File: src/rtl/arm_pipe_pkg.sv
// Shared pipeline definitions: the never-executed filler instruction, fetch FSM encoding
// and the IF/ID payload type.
package arm_pipe_pkg;

    localparam logic [31:0] NOP_INSTR       = 32'hF000_0000;
    localparam logic [31:0] PC_STEP_DEFAULT = 32'd4;

    typedef enum logic [1:0] {
        FETCH_REQ  = 2'd0,
        FETCH_WAIT = 2'd1,
        FETCH_DROP = 2'd2
    } fetch_state_t;

    typedef struct packed {
        logic [31:0] pc;
        logic [31:0] instr;
    } fetch_word_t;

    // Sequential PC advance; plain modulo-2^32 wrap.
    function automatic logic [31:0] pc_advance(input logic [31:0] pc, input logic [31:0] step);
        return pc + step;
    endfunction

endpackage

File: src/rtl/if_stage_fetch_if.sv
// Instruction-memory request/response bus between the fetch stage (master) and memory (slave).
interface if_stage_fetch_if;

    logic        imem_req;
    logic [31:0] imem_addr;
    logic        imem_ready;
    logic        imem_rvalid;
    logic [31:0] imem_rdata;

    modport master (
        output imem_req,
        output imem_addr,
        input  imem_ready,
        input  imem_rvalid,
        input  imem_rdata
    );

    modport slave (
        input  imem_req,
        input  imem_addr,
        output imem_ready,
        output imem_rvalid,
        output imem_rdata
    );

endinterface

File: src/rtl/if_stage_fetch_if_id_reg.sv
// Pipeline register between two stages: load takes a real word or a bubble, flush forces a
// bubble; a bubble keeps the old pc so downstream sees a stable address.
module if_id_reg
    import arm_pipe_pkg::*;
(
    input  logic        clk,
    input  logic        rst,
    input  logic        load,
    input  logic        flush,
    input  logic        in_valid,
    input  logic [31:0] in_pc,
    input  logic [31:0] in_instr,
    output logic        out_valid,
    output logic [31:0] out_pc,
    output logic [31:0] out_instr
);

    logic        valid_r;
    logic [31:0] pc_r;
    logic [31:0] instr_r;

    // Register update: reset, flush to bubble, load word/bubble, or hold.
    always_ff @(posedge clk) begin
        if (rst) begin
            valid_r <= 1'b0;
            pc_r    <= 32'h0000_0000;
            instr_r <= NOP_INSTR;
        end else if (flush) begin
            valid_r <= 1'b0;
            instr_r <= NOP_INSTR;
        end else if (load) begin
            if (in_valid) begin
                valid_r <= 1'b1;
                pc_r    <= in_pc;
                instr_r <= in_instr;
            end else begin
                valid_r <= 1'b0;
                instr_r <= NOP_INSTR;
            end
        end
    end

    assign out_valid = valid_r;
    assign out_pc    = pc_r;
    assign out_instr = instr_r;

endmodule

File: src/rtl/if_stage_fetch.sv
// Instruction-fetch stage: owns the PC, keeps one memory request in flight, buffers a response
// that arrives during a freeze, and redirects on a taken branch while discarding wrong-path data.
module if_stage_fetch
    import arm_pipe_pkg::*;
#(
    parameter logic [31:0] RESET_PC = 32'h0000_0000,
    parameter logic [31:0] PC_STEP  = PC_STEP_DEFAULT
) (
    input  logic               clk,
    input  logic               rst,
    input  logic               freeze,
    input  logic               branch_taken,
    input  logic [31:0]        branch_addr,
    if_stage_fetch_if.master   imem,
    output logic [31:0]        if_pc,
    output logic [31:0]        if_instruction,
    output logic               if_valid
);

    localparam logic [1:0] ST_REQ  = FETCH_REQ;
    localparam logic [1:0] ST_WAIT = FETCH_WAIT;
    localparam logic [1:0] ST_DROP = FETCH_DROP;

    logic [1:0]  state_r;
    logic [1:0]  state_next_s;
    logic [31:0] pc_r;
    logic [31:0] tag_r;
    logic        skid_valid_r;
    fetch_word_t skid_r;

    logic        req_s;
    logic        accept_s;
    logic        resp_s;
    logic        load_s;
    logic        src_valid_s;
    fetch_word_t src_s;
    fetch_word_t resp_word_s;

    // A full skid means the next word is already buffered, so no new request is issued.
    assign req_s       = (state_r == ST_REQ) && !skid_valid_r && !rst;
    assign accept_s    = req_s && imem.imem_ready;
    assign resp_s      = (state_r == ST_WAIT) && imem.imem_rvalid;
    assign load_s      = !freeze && !branch_taken;
    assign resp_word_s = '{pc: pc_advance(tag_r, PC_STEP), instr: imem.imem_rdata};

    assign imem.imem_req  = req_s;
    assign imem.imem_addr = pc_r;

    // IF/ID source select: buffered word first, then the live response, else a bubble.
    always_comb begin
        src_valid_s = 1'b0;
        src_s       = resp_word_s;
        if (skid_valid_r) begin
            src_valid_s = 1'b1;
            src_s       = skid_r;
        end else if (resp_s) begin
            src_valid_s = 1'b1;
            src_s       = resp_word_s;
        end else begin
            src_valid_s = 1'b0;
            src_s       = resp_word_s;
        end
    end

    // Fetch FSM next state; a redirect while a request is in flight must swallow its response.
    always_comb begin
        state_next_s = state_r;
        case (state_r)
            ST_REQ: begin
                if (accept_s) begin
                    state_next_s = branch_taken ? ST_DROP : ST_WAIT;
                end else begin
                    state_next_s = ST_REQ;
                end
            end
            ST_WAIT: begin
                if (imem.imem_rvalid) begin
                    state_next_s = ST_REQ;
                end else if (branch_taken) begin
                    state_next_s = ST_DROP;
                end else begin
                    state_next_s = ST_WAIT;
                end
            end
            ST_DROP: begin
                if (imem.imem_rvalid) begin
                    state_next_s = ST_REQ;
                end else begin
                    state_next_s = ST_DROP;
                end
            end
            default: state_next_s = ST_REQ;
        endcase
    end

    // FSM, PC, response tag and skid state; reset still drains a pre-reset outstanding response.
    always_ff @(posedge clk) begin
        if (rst) begin
            state_r      <= (((state_r == ST_WAIT) || (state_r == ST_DROP)) && !imem.imem_rvalid)
                            ? ST_DROP : ST_REQ;
            pc_r         <= RESET_PC;
            tag_r        <= RESET_PC;
            skid_valid_r <= 1'b0;
            skid_r       <= '{pc: 32'h0000_0000, instr: NOP_INSTR};
        end else begin
            state_r <= state_next_s;
            if (branch_taken) begin
                pc_r <= branch_addr;
            end else if (accept_s) begin
                pc_r <= pc_advance(pc_r, PC_STEP);
            end
            if (accept_s) begin
                tag_r <= pc_r;
            end
            if (branch_taken) begin
                skid_valid_r <= 1'b0;
            end else if (load_s) begin
                skid_valid_r <= skid_valid_r && resp_s;
                skid_r       <= resp_word_s;
            end else if (resp_s) begin
                skid_valid_r <= 1'b1;
                skid_r       <= resp_word_s;
            end
        end
    end

    if_id_reg u_if_id_reg (
        .clk       (clk),
        .rst       (rst),
        .load      (load_s),
        .flush     (branch_taken),
        .in_valid  (src_valid_s),
        .in_pc     (src_s.pc),
        .in_instr  (src_s.instr),
        .out_valid (if_valid),
        .out_pc    (if_pc),
        .out_instr (if_instruction)
    );

endmodule

File: src/flat_wrapper.sv
// flat-port wrapper written by rule: the top's interface ports become plain ports
module if_stage_fetch_flat import arm_pipe_pkg::*;
#(
    parameter logic [31:0] RESET_PC = 32'h0000_0000,
    parameter logic [31:0] PC_STEP  = PC_STEP_DEFAULT
)
  (clk, rst, freeze, branch_taken, branch_addr, if_pc, if_instruction, if_valid, imem_imem_req, imem_imem_addr, imem_imem_ready, imem_imem_rvalid, imem_imem_rdata);
  if_stage_fetch_if imem_i ();
  input  logic clk;
  input  logic rst;
  input  logic freeze;
  input  logic branch_taken;
  input  logic [31:0] branch_addr;
  output logic [31:0] if_pc;
  output logic [31:0] if_instruction;
  output logic if_valid;
  output wire logic [$bits(imem_i.imem_req)-1:0] imem_imem_req;
  output wire logic [$bits(imem_i.imem_addr)-1:0] imem_imem_addr;
  input wire logic [$bits(imem_i.imem_ready)-1:0] imem_imem_ready;
  input wire logic [$bits(imem_i.imem_rvalid)-1:0] imem_imem_rvalid;
  input wire logic [$bits(imem_i.imem_rdata)-1:0] imem_imem_rdata;
  assign imem_imem_req = imem_i.imem_req;
  assign imem_imem_addr = imem_i.imem_addr;
  assign imem_i.imem_ready = imem_imem_ready;
  assign imem_i.imem_rvalid = imem_imem_rvalid;
  assign imem_i.imem_rdata = imem_imem_rdata;
  if_stage_fetch #(.RESET_PC(RESET_PC), .PC_STEP(PC_STEP)) u_core (.clk(clk), .rst(rst), .freeze(freeze), .branch_taken(branch_taken), .branch_addr(branch_addr), .imem(imem_i), .if_pc(if_pc), .if_instruction(if_instruction), .if_valid(if_valid));
endmodule
File: config.mk
export PLATFORM = sky130hd
export DESIGN_NAME = if_stage_fetch_flat
export DESIGN_NICKNAME = d
export VERILOG_FILES = /design/src/rtl/arm_pipe_pkg.sv /design/src/rtl/if_stage_fetch_if.sv /design/src/rtl/if_stage_fetch_if_id_reg.sv /design/src/rtl/if_stage_fetch.sv /design/src/flat_wrapper.sv
export SDC_FILE = /design/constraint.sdc
export NUM_CORES = 1
export LEC_CHECK = 0
export ABC_AREA = 1
export CAP_MARGIN = 25
export CORE_MARGIN = 2
export CORE_UTILIZATION = 48
export DETAILED_ROUTE_END_ITERATION = 12
export MAX_ROUTING_LAYER = met4
export PLACE_DENSITY = 0.82
export SETUP_SLACK_MARGIN = 0.02
export SYNTH_ARGS = -nofsm -noshare
export SYNTH_HDL_FRONTEND = slang
export SYNTH_SLANG_ARGS = --single-unit
File: constraint.sdc
create_clock -name clk -period 1.5 [get_ports clk]
set_clock_uncertainty 0.1 [all_clocks]
set_input_delay 0.375 -clock clk [delete_from_list [all_inputs] [get_ports clk]]
set_output_delay 0.375 -clock clk [all_outputs]
set_load 0.05 [all_outputs]
==> metrics.csv, run 1 <==
stage;metric;value;unit
clock_network;H-tree depth;4;
yosys;post-synthesis net count;1491;
place;Placed Instances;1892;
clock_network;Hold-fix buffers, CTS;0;
floorplanning;IO Count;168;
yosys;synth warn;0;
status;status;did not finish;
yosys;flops & latches, synth;196;
clock_network;clock tree buffer depth;2;
yosys;Synth top cells by count;389 x nand2_1, 196 x dfxtp_1, 174 x nor2_1;
yosys;top post-synthesis cells by area;dfxtp_1 41%, nand2_1 15%, o21ai_0 8.9%;
yosys;Post-synth EDFFs;0;
global_route;initial antenna violation count;4;
global_route;largest net degree at the start of global routing;80;
yosys;Synth top area share;41.49;%
yosys;Mapped Cells;1415;
floorplanning;Initial Util;48.76;%
yosys;Avg Cell Area, Syn;6.684;um2
yosys;register area share after synthesis;41.49;%
place;gpl congestion;0.8986;
yosys;count of cell types in the netlist;35;
clock_network;Root Buffer;clkbuf_16;
sta;worst_ep kind;top-level output;
global_route;All-Layer GR Usage;68.60;%
clock_network;clk sink count;196;
yosys;Synth Cell Area;0.009458;mm2
floorplanning;die height;144.4;um
floorplanning;FP Rows;51;
floorplanning;Die W;144.4;um
status;Failed at;5_1_grt;
global_route;grt ovf;2;
clock_network;Inserted Clock Buffers;17;
place;DP HPWL;21360;um
yosys;Async SR Flop Fraction;0;%
status;Stop Error;[ERROR GRT-0232] Routing congestion too high. Check the congestion heatmap in the GUI.;
place;area post-placement;0.01336;mm2
yosys;most common cell in the netlist;nand2_1;
place;I/O Buffers;167;
sta;grt repair worst endpoint;imem_imem_req;
yosys;top_reg_cell synth;dfxtp_1;
yosys;dominant cell type by area after synthesis;dfxtp_1;
layer usage:
layer / track usage, % / GRT overflow
met3: 47.95 / 0
met5: - / -
met1: 69.11 / 0
met2: 85.68 / 2
met4: 64.18 / 0
cell families after synthesis:
group	share of synthesized area (%)
AOI/OAI and AO/OA	18.94
xor gates and xnor gates	2.566
DFF	41.49
and+or+nand+nor	27.70
buffers and inverters	8.507
adders and majority gates	0.7937
stage by stage:
| step | hold WS, ps | setup slack [ps] | util [%] | setup TNS [ps] |
|---|---|---|---|---|
| 2_1_floorplan | 328.7 | 2.508 | - | 0 |
| 3_3_place_gp | 340.5 | -559.5 | 68.86 | -72760 |
| 3_5_place_dp | 362.8 | -663.6 | 68.86 | -83530 |
| 4_1_cts | 377.2 | -354.2 | 83.86 | -41420 |
repair_timing:
action	4_1_cts
setup endpoints to repair	219
gates resized for setup	373
cloned	28
buffers inserted	71
pin swaps	70
==> inputs of run 2 (changes only) <==
--- a/config.mk
+++ b/config.mk
@@ -8,11 +8,9 @@
 export ABC_AREA = 1
 export CAP_MARGIN = 25
 export CORE_MARGIN = 2
-export CORE_UTILIZATION = 48
+export CORE_UTILIZATION = 40
 export DETAILED_ROUTE_END_ITERATION = 12
-export MAX_ROUTING_LAYER = met4
-export PLACE_DENSITY = 0.82
-export SETUP_SLACK_MARGIN = 0.02
+export PLACE_DENSITY_LB_ADDON = 0.15
 export SYNTH_ARGS = -nofsm -noshare
 export SYNTH_HDL_FRONTEND = slang
 export SYNTH_SLANG_ARGS = --single-unit
==> constraint.sdc (replaced) <==
create_clock -name clk -period 2 [get_ports clk]
set_clock_uncertainty 0.1 [all_clocks]
set_input_delay 0.5 -clock clk [delete_from_list [all_inputs] [get_ports clk]]
set_output_delay 0.5 -clock clk [all_outputs]
set_load 0.05 [all_outputs]
==> run 2 against run 1 <==
The run now ends clean; synthesized cell count unchanged; synthesized area unchanged.
==> metrics.csv, run 2 <==
stage;metric;value;unit
status;status;finished clean;
sta;fmax;516.5;MHz
sta;final setup margin;63.80;ps
place;I/O Buffers;167;
worst_setup_path;worst-case reg-to-reg path depth;7;
global_route;grt ovf;0;
floorplanning;Initial Util;40.54;%
yosys;Post-synth EDFFs;0;
worst_setup_path;Crit path buffers/inverters;2;
worst_setup_path;Max stage delay on crit path;330;ps
worst_setup_path;Worst Path Required;1400;ps
layout;post-route insts no fill;1908;
yosys;top_reg_cell synth;dfxtp_1;
sta;setup TNS;0;ps
layout;fin area;0.01227;mm2
detailed_routing;Vias/cell;4.932;
clock_network;H-tree depth;4;
worst_setup_path;worst-path fanout max;2;
yosys;Mapped Cells;1415;
power;PD cells;745.3;mW/mm2
floorplanning;IO Count;168;
detailed_routing;Pre-antenna DRT Iters;5;
clock_network;clock-pin transition on the worst setup and hold timing paths;80;ps
detailed_routing;post-route ant nets;0;
worst_setup_path;Worst Path Arrival;1340;ps
worst_setup_path;Worst Setup End Kind;output port;
sta;Max-slew headroom;63.05;%
layout;final net count;1652;
clock_network;clock tree buffer depth;2;
yosys;Synth top cells by count;389 x nand2_1, 196 x dfxtp_1, 174 x nor2_1;
sta;Final min period;1936;ps
worst_setup_path;Reg2Reg Launch Point;u_core.state_r[0];
clock_network;Root Buffer;clkbuf_16;
worst_setup_path;CP Launch Point;u_core.state_r[1];
floorplanning;Core ar.;0.02333;mm2
layout;FILL cells;2379;
layout;Largest register FFs;64;
yosys;count of cell types in the netlist;35;
sta;Finish-stage setup viols;0;
layout;Final Core Density;52.61;%
global_route;initial antenna violation count;0;
detailed_routing;DRC viols;0;
yosys;top post-synthesis cells by area;dfxtp_1 41%, nand2_1 15%, o21ai_0 8.9%;
clock_network;CTS tree;built;
worst_setup_path;critical path's slowest cell;dfxtp_2;
power;peak supply drop;0.0005095;V
clock_network;Hold-fix buffers, CTS;0;
place;area post-placement;0.01162;mm2
yosys;dominant cell type by area after synthesis;dfxtp_1;
yosys;most common cell in the netlist;nand2_1;
hold_path;worst hold path endpoint;u_core.u_if_id_reg.out_instr[14];
clock_network;clk sink count;196;
yosys;Synth Cell Area;0.009458;mm2
sta;final period utilization;96.81;%
detailed_routing;WL per Instance;14.58;um
job;maxcap violations;0;
worst_setup_path;reg2reg setup slack;170;ps
yosys;Async SR Flop Fraction;0;%
worst_setup_path;crit path kind;flip-flop to output port;
layout;total area of sequential cells;0.003928;mm2
yosys;register area share after synthesis;41.49;%
layout;area grow syn2layout;29.78;%
layout;largest register by flop count;u_core.skid_r;
worst_setup_path;Crit path max-delay family;flip-flops;
yosys;flops & latches, synth;196;
worst_setup_path;worst path cell trace;inv_2 -> ha_4 -> nand2_2 -> nor2_4 -> buf_12;
place;Place WS;-76.80;ps
power;LEAKAGE;5.263;nW
sta;RSZ-0062 raised after global routing;false;
global_route;All-Layer GR Usage;22.51;%
worst_setup_path;Critical Path Start Type;flip-flop;
yosys;Avg Cell Area, Syn;6.684;um2
floorplanning;die height;157.8;um
detailed_routing;DRT Wirelength;27830;um
clock_network;Inserted Clock Buffers;17;
detailed_routing;via count;9411;
place;Placed Instances;1874;
sta;pins over their slew limit;0;
hold_path;Hold Crit Depth;2;
hold_path;Hold Path Origin;u_core.u_if_id_reg.out_instr[14];
layout;most common cell after layout, fill and taps aside;nand2_1;
floorplanning;FP Rows;56;
layout;highest-count cells in the layout ignoring fill and taps;388 x nand2_1, 193 x dfxtp_1, 173 x nor2_1, 169 x o21ai_0, 159 x a21oi_1;
layout;Multi-input gate area;0.004752;mm2
sta;final hold vios;0;
hold_path;Hold WC Path Type;flip-flop to flip-flop;
floorplanning;Die W;157.8;um
place;DP HPWL;19870;um
layout;share of layout cells above drive strength 1;14.16;%
yosys;Synth top area share;41.49;%
worst_setup_path;reg2reg end;u_core.skid_r[22];
global_route;first-pass GRT wire length;44460;um
global_route;largest net degree at the start of global routing;83;
floorplanning;full die area;0.02489;mm2
layout;Antenna diodes;0;
yosys;synth warn;0;
yosys;post-synthesis net count;1491;
place;gpl congestion;0.9128;
clock_network;clock latency on the worst-skew pair;440;ps
sta;actual slew at the worst max-slew pin;554.3;ps
detailed_routing;Iter 0 DRT Violations;592;
global_route;vias in the first global route;8551;
-- run 2: cell counts after synthesis --
No cell type changed its count.
-- run 2: worst max-delay path by stage --
stage,endpoint,slack (ps),cells past startpoint
detailed placement,u_core.skid_r[52],-80,7
finish,imem_imem_req,60,5
global placement,u_core.tag_r[31],-60,5
global route,imem_imem_req,20,5
CTS,imem_imem_req,10,5
floorplan,u_core.imem.imem_addr[18],40,8
-- run 2: worst min-delay path: stages (launching register included) --
cell and delay [ps]:
dfxtp_1 310, nand2_1 60, a21oi_1 50
-- run 2: routing by layer --
layer	vias to the layer above	share of wire, %	GRT usage (%)
li1	4846	-	-
met4	0	1.1	5.671
met5	-	0	0
met3	26	4.7	3.805
met2	232	48	38.41
met1	4307	46	29.52
-- run 2: cell type report --
class,count,area share (%)
Tap cell,319,3.252
Multi-Input combinational cell,1019,38.72
Inverter,124,3.792
Timing Repair Buffer,218,17.15
Clock inverter,14,1.519
Sequential cell,196,32.00
Clock buffer,18,3.578
-- run 2: power breakdown --
part | leakage, nW | total, mW | internal (mW) | switching (mW)
Clock | 0.306 | 3.65 | 1.95 | 1.69
Combinational | 3.35 | 1.25 | 0.512 | 0.738
Sequential | 1.60 | 4.25 | 4.09 | 0.164
Total | 5.26 | 9.15 | 6.55 | 2.60
-- run 2: per-stage QoR --
step                hold WS (ps)  total power [mW]
floorplan                  328.7             5.017
global placement           343.3             5.571
detailed placement         350.7             5.583
CTS                        367.2             9.223
global route               384.1             9.520
finish                     365.5             9.148
-- run 2: cells by family after synthesis --
group	after synthesis	synth area share, %
adder cells (fa/ha/maj)	6	0.7937
XOR/XNOR	26	2.566
AND/OR/NAND/NOR	637	27.70
flip-flops	196	41.49
AO/OA/AOI/OAI	350	18.94
buffers and inverters	200	8.507
-- run 2: repair_timing --
item                                    CTS  global route
pin swaps                                 2             1
endpoints found under the setup margin    1             1
cloned                                    0             0
resized for setup                         6             1
buffers inserted                          2             0
No activity file was read; power rests on OpenSTA's default activity.
